[config.mk]
export PLATFORM = sky130hd
export DESIGN_NAME = seq_multiplier
export DESIGN_NICKNAME = d
export VERILOG_FILES = /design/src/rtl/seq_multiplier.sv
export SDC_FILE = /design/constraint.sdc
export NUM_CORES = 1
export LEC_CHECK = 0
export ABC_AREA = 0
export ABC_CLOCK_PERIOD_IN_PS = 2200
export CELL_PAD_IN_SITES_DETAIL_PLACEMENT = 2
export CELL_PAD_IN_SITES_GLOBAL_PLACEMENT = 2
export CORE_MARGIN = 4
export CORE_UTILIZATION = 29
export DETAILED_ROUTE_END_ITERATION = 10
export GPL_ROUTABILITY_DRIVEN = 0
export HOLD_SLACK_MARGIN = 0.08
export PLACE_DENSITY = 0.83
export RECOVER_POWER = 50
export SLEW_MARGIN = 10
export SYNTH_ARGS = -nofsm -noshare
export SYNTH_HDL_FRONTEND = slang
export SYNTH_SLANG_ARGS = --single-unit
[constraint.sdc]
create_clock -name clk -period 2.2 [get_ports clk]
set_clock_uncertainty 0.2 [all_clocks]
set_input_delay 0.33 -clock clk [delete_from_list [all_inputs] [get_ports clk]]
set_output_delay 0.33 -clock clk [all_outputs]
set_load 0.05 [all_outputs]
[src/rtl/seq_multiplier.sv]
// Sequential shift-and-add multiplier: WIDTH-bit operands, 2*WIDTH-bit product,
// signed or unsigned per operation, valid/ready on both sides.
module seq_multiplier #(
  parameter int WIDTH = 3
) (
  input  logic                 clk,
  input  logic                 rst_n,
  input  logic                 in_valid,
  output logic                 in_ready,
  input  logic [WIDTH-1:0]     a,
  input  logic [WIDTH-1:0]     b,
  input  logic                 is_signed,
  output logic                 out_valid,
  input  logic                 out_ready,
  output logic [2*WIDTH-1:0]   p,
  output logic                 busy
);

  localparam int PW = 2 * WIDTH;
  localparam int CW = (WIDTH > 2) ? $clog2(WIDTH) : 1;
  localparam logic [CW-1:0] LAST_COUNT = CW'(WIDTH - 1);

  typedef enum logic [1:0] {
    IDLE = 2'd0,
    CALC = 2'd1,
    DONE = 2'd2
  } state_t;

  state_t             state_reg;
  logic [PW-1:0]      mcand_reg;
  logic [WIDTH-1:0]   mplier_reg;
  logic [PW-1:0]      acc_reg;
  logic [CW-1:0]      count_reg;
  logic               sign_reg;
  logic [PW-1:0]      p_reg;
  logic               out_valid_reg;
  logic               in_ready_reg;
  logic               busy_reg;

  // Operand magnitudes: conditional invert then add the sign bit. The most
  // negative value maps onto 2^(WIDTH-1), which still fits unsigned.
  logic               neg_a;
  logic               neg_b;
  logic [WIDTH-1:0]   a_flip;
  logic [WIDTH-1:0]   b_flip;
  logic [WIDTH-1:0]   a_mag;
  logic [WIDTH-1:0]   b_mag;

  assign neg_a = is_signed & a[WIDTH-1];
  assign neg_b = is_signed & b[WIDTH-1];

  genvar gi;
  generate
    for (gi = 0; gi < WIDTH; gi++) begin : g_flip
      assign a_flip[gi] = a[gi] ^ neg_a;
      assign b_flip[gi] = b[gi] ^ neg_b;
    end
  endgenerate

  assign a_mag = a_flip + {{(WIDTH-1){1'b0}}, neg_a};
  assign b_mag = b_flip + {{(WIDTH-1){1'b0}}, neg_b};

  logic [PW-1:0] acc_next;
  logic [PW-1:0] prod_final;

  always_comb begin
    acc_next   = acc_reg + (mplier_reg[0] ? mcand_reg : '0);
    prod_final = sign_reg ? (~acc_next + PW'(1)) : acc_next;
  end

  always_ff @(posedge clk) begin
    if (!rst_n) begin
      state_reg     <= IDLE;
      mcand_reg     <= '0;
      mplier_reg    <= '0;
      acc_reg       <= '0;
      count_reg     <= '0;
      sign_reg      <= 1'b0;
      p_reg         <= '0;
      out_valid_reg <= 1'b0;
      in_ready_reg  <= 1'b1;
      busy_reg      <= 1'b0;
    end else begin
      case (state_reg)
        IDLE: begin
          if (in_valid) begin
            mcand_reg    <= {{WIDTH{1'b0}}, a_mag};
            mplier_reg   <= b_mag;
            sign_reg     <= is_signed & (a[WIDTH-1] ^ b[WIDTH-1]);
            acc_reg      <= '0;
            count_reg    <= '0;
            in_ready_reg <= 1'b0;
            busy_reg     <= 1'b1;
            state_reg    <= CALC;
          end
        end
        CALC: begin
          // The multiplicand is shifted each step, so it always equals a << count.
          acc_reg    <= acc_next;
          mcand_reg  <= mcand_reg << 1;
          mplier_reg <= mplier_reg >> 1;
          count_reg  <= count_reg + CW'(1);
          if (count_reg == LAST_COUNT) begin
            p_reg         <= prod_final;
            out_valid_reg <= 1'b1;
            state_reg     <= DONE;
          end
        end
        DONE: begin
          if (out_ready) begin
            out_valid_reg <= 1'b0;
            in_ready_reg  <= 1'b1;
            busy_reg      <= 1'b0;
            state_reg     <= IDLE;
          end
        end
        default: begin
          out_valid_reg <= 1'b0;
          in_ready_reg  <= 1'b1;
          busy_reg      <= 1'b0;
          state_reg     <= IDLE;
        end
      endcase
    end
  end

  assign in_ready  = in_ready_reg;
  assign out_valid = out_valid_reg;
  assign p         = p_reg;
  assign busy      = busy_reg;

endmodule

==> reports/results.txt <==
R2R setup slack - -0.09 ns
Fin area - 2250 um2
Final Power - 1.35 mW
Routed length per instance - 19.4 um
Max Freq - 437 MHz
Register area - 583 um2
Final setup violating endpoints - 2
Synth Area in Adders - 8.38%
Initial Util - 30.4%
Die X - 81.9 um
Nets - 251
H-tree levels - 2
Critical Setup Path Class - flop to flop
Antenna Nets Post-Route - 0
Area occupied by multi-input gates - 1130 um2
Status - complete, but fails checks
Hpwl dp - 3.72 mm
Crit path max fanout - 5
Simple-gate share of the synthesized area - 25.5%
Cell variety after synth - 41
First-pass iteration count of the detailed router - 4
RSZ-0062 raised after global routing - true
P_leak - 0.820 nW
Mux cell area share after synthesis - 0.632%
Clock Sinks - 29
Core Region - 5200 um2
Pre-CTS setup slack - -0.153 ns
Maxcap violations - 0
Mean post-synth cell area - 8.03 um2
Largest net degree at the start of global routing - 20
Hold Vio Cnt, Final - 0
Hold Crit Class - flop to flop
Layout fillers - 578
Maximum vdd drop - 0.286 mV
Mapped Cells - 197
Number of global-route vias before repair - 1,739
PortBufs - 19
CTS clk-pin slew, worst paths - 0.07 ns
Failing checks - setup timing
First-pass GRT wire length - 8.83 mm
Least-Margin Pin Slew - 0.808 ns
Seq/Total Area, Yosys - 36.7%
Dpl cell area - 1910 um2
Die area - 6700 um2
CTS Buf Count - 5
Slowest stage cell, crit path - fa_2
DR DRC count - 0
Clock buffer depth - 2
Cell Pwr Density - 599 nW/um2
Chip Height - 81.9 um
CTS Hold Bufs - 0
Period minus WS final - 2.29 ns
Max-slew headroom - 46.2%
Finished Core Util - 43.2%
Setup WS post-layout - -0.0895 ns
Clock Latency Late Sink - 0.28 ns
Register bit total from synthesis - 29
Final max-slew violation count - 0
CP cell instances - and2_4 > ha_4 > inv_2 > fa_2 > nand2b_4 > a21oi_4 > xor2_4 > nand4_1 > nor3b_2
Dominant combinational cell family by area after synthesis - simple AND/OR/NAND/NOR gates
Initial antenna violation count - 0
Post-Synth XOR/XNOR Area - 5.45%
Ant. Diodes - 0
WP data arrival - 2.26 ns
Via-to-Cell Ratio - 5.19
Synth Area in Compound Gates - 18.7%
Hold Slack - 0.276 ns
Num rows - 26
# IOs - 20
Total vias in the final route - 1,563
Ys Warns - 0
Net Count, Synth - 218
Area delta synth->final - 42.2%
Worst path max stage delay - 0.39 ns
Initial DRC count - 70
CP required - 2.17 ns
Worst Setup End Kind - flop
CTS tree - built
Worst Setup Start Kind - flop
GRT Util Overall - 17.5%
Share of layout cells above drive strength 1 - 24.2%
Mapped Area - 1580 um2
Root Buffer - clkbuf_8
Total congestion overflow - 0
Fin crit share - 104%
Post-Route WL - 5.85 mm
==> cells in the mapped netlist, drive strengths merged <==
library cell / instances / share of area, %
o21a: 2 / 0.95
a22o: 1 / 0.55
o221ai: 2 / 1.1
nor2: 29 / 7.0
a211oi: 5 / 2.4
a211o: 1 / 0.55
xnor2: 5 / 2.8
mux2i: 1 / 0.63
a31oi: 3 / 1.2
o21ai: 5 / 1.6
or3b: 1 / 0.55
clkbuf: 3 / 0.71
a21boi: 1 / 0.47
or2: 1 / 0.40
nand2: 23 / 5.5
nand4: 2 / 0.79
inv: 6 / 1.4
nor3: 3 / 0.95
nand2b: 5 / 2.0
fa: 1 / 1.3
xor2: 4 / 2.7
and2: 4 / 1.6
o211ai: 2 / 0.95
o21bai: 1 / 0.47
buf: 6 / 2.3
clkinv: 1 / 0.24
nand3: 12 / 4.1
nor2b: 2 / 0.79
a22oi: 3 / 1.4
nor3b: 2 / 1.3
a21oi: 20 / 6.6
and3b: 1 / 0.55
dfxtp: 29 / 37
o2111ai: 1 / 0.55
ha: 9 / 7.1
==> critical path, delay by kind of cell, from the launching register on <==
kind	cells	cell delay, ns
and+or+nand+nor	4	0.63
adders and majority gates	2	0.52
DFF	1	0.34
xor gates and xnor gates	1	0.25
AOI/OAI and AO/OA	1	0.20
buffers and inverters	1	0.04
==> metrics by stage <==
| step | TNS, ns | instances |
|---|---|---|
| 6_report | -0.152 | 301 |
| 5_1_grt | -0.467 | 301 |
| 4_1_cts | -0.128 | 300 |
| 3_5_place_dp | -0.500 | 289 |
| 3_3_place_gp | -0.0676 | 289 |
| 2_1_floorplan | 0 | 197 |
==> placed cells by master (no fill, tap or decap), types with 3 or more instances in the layout <==
master           synthesis  final
dlygate4sd3_1            0      3
clkdlybuf4s50_1          0     16
a22oi_1                  3      3
inv_1                    6      4
nor2_1                  28     27
dfxtp_1                 29     27
a211oi_2                 0      3
ha_4                     0      6
buf_4                    0     14
xnor2_1                  5      5
nand2b_1                 5      4
and2_1                   4      3
a21oi_1                 19     16
nand3_1                 11     11
a21oi_2                  1      3
o21ai_0                  5      3
nand2_1                 23     22
clkbuf_8                 0      6
ha_1                     9      3
a31oi_1                  3      3
==> kinds of logic (layout without fill, tap and decap cells) <==
| group | Yosys count | in the layout |
|---|---|---|
| fa+ha+maj | 10 | 10 |
| compound gates | 47 | 47 |
| simple gates | 85 | 85 |
| flops | 29 | 29 |
| buf+inv | 16 | 50 |
| mux | 1 | 1 |
| xor+xnor | 9 | 9 |
==> final timing paths <==
check,from,endpoint,depth (start not counted)
worst max-delay path,mcand_reg[0]$_SDFFE_PN0P_,p[4]$_SDFFE_PN0P_,9
worst min-delay path,mcand_reg[2]$_SDFFE_PN0P_,mcand_reg[3]$_SDFFE_PN0P_,2
worst max register to register,mcand_reg[0]$_SDFFE_PN0P_,p[4]$_SDFFE_PN0P_,9
worst min register to register,mcand_reg[2]$_SDFFE_PN0P_,mcand_reg[3]$_SDFFE_PN0P_,2
==> report_power, final <==
part           internal [mW]  leakage [nW]  switching, mW
clock network          0.369        0.0585          0.216
logic                 0.0831         0.525          0.118
registers              0.544         0.237         0.0181
==> timing repair <==
item / CTS / global route
buffers inserted: 4 / 2
cloned: 0 / 0
gates resized for setup: 17 / 21
endpoints found under the setup margin: 5 / 8
pin swaps: 5 / 14
endpoints found under the hold margin: 0 / 0
==> final cells by class <==
type                       instances  area share (%)
timing repair buffer              35            13.5
sequential                        29            25.9
clock inverter                     1            1.33
multi-input combinational        152            50.4
clock buffer                       7            3.84
inverter                           7            1.17
tap                               70            3.89
==> metal layers <==
metal	vias up	global-route usage [%]	routed length, um
met3	16	2.52	114
met4	0	5.81	176
li1	745	-	-
met1	774	18.6	2230
met5	-	0	0
met2	28	34.7	3330
Power figures use the tool's default switching activity.
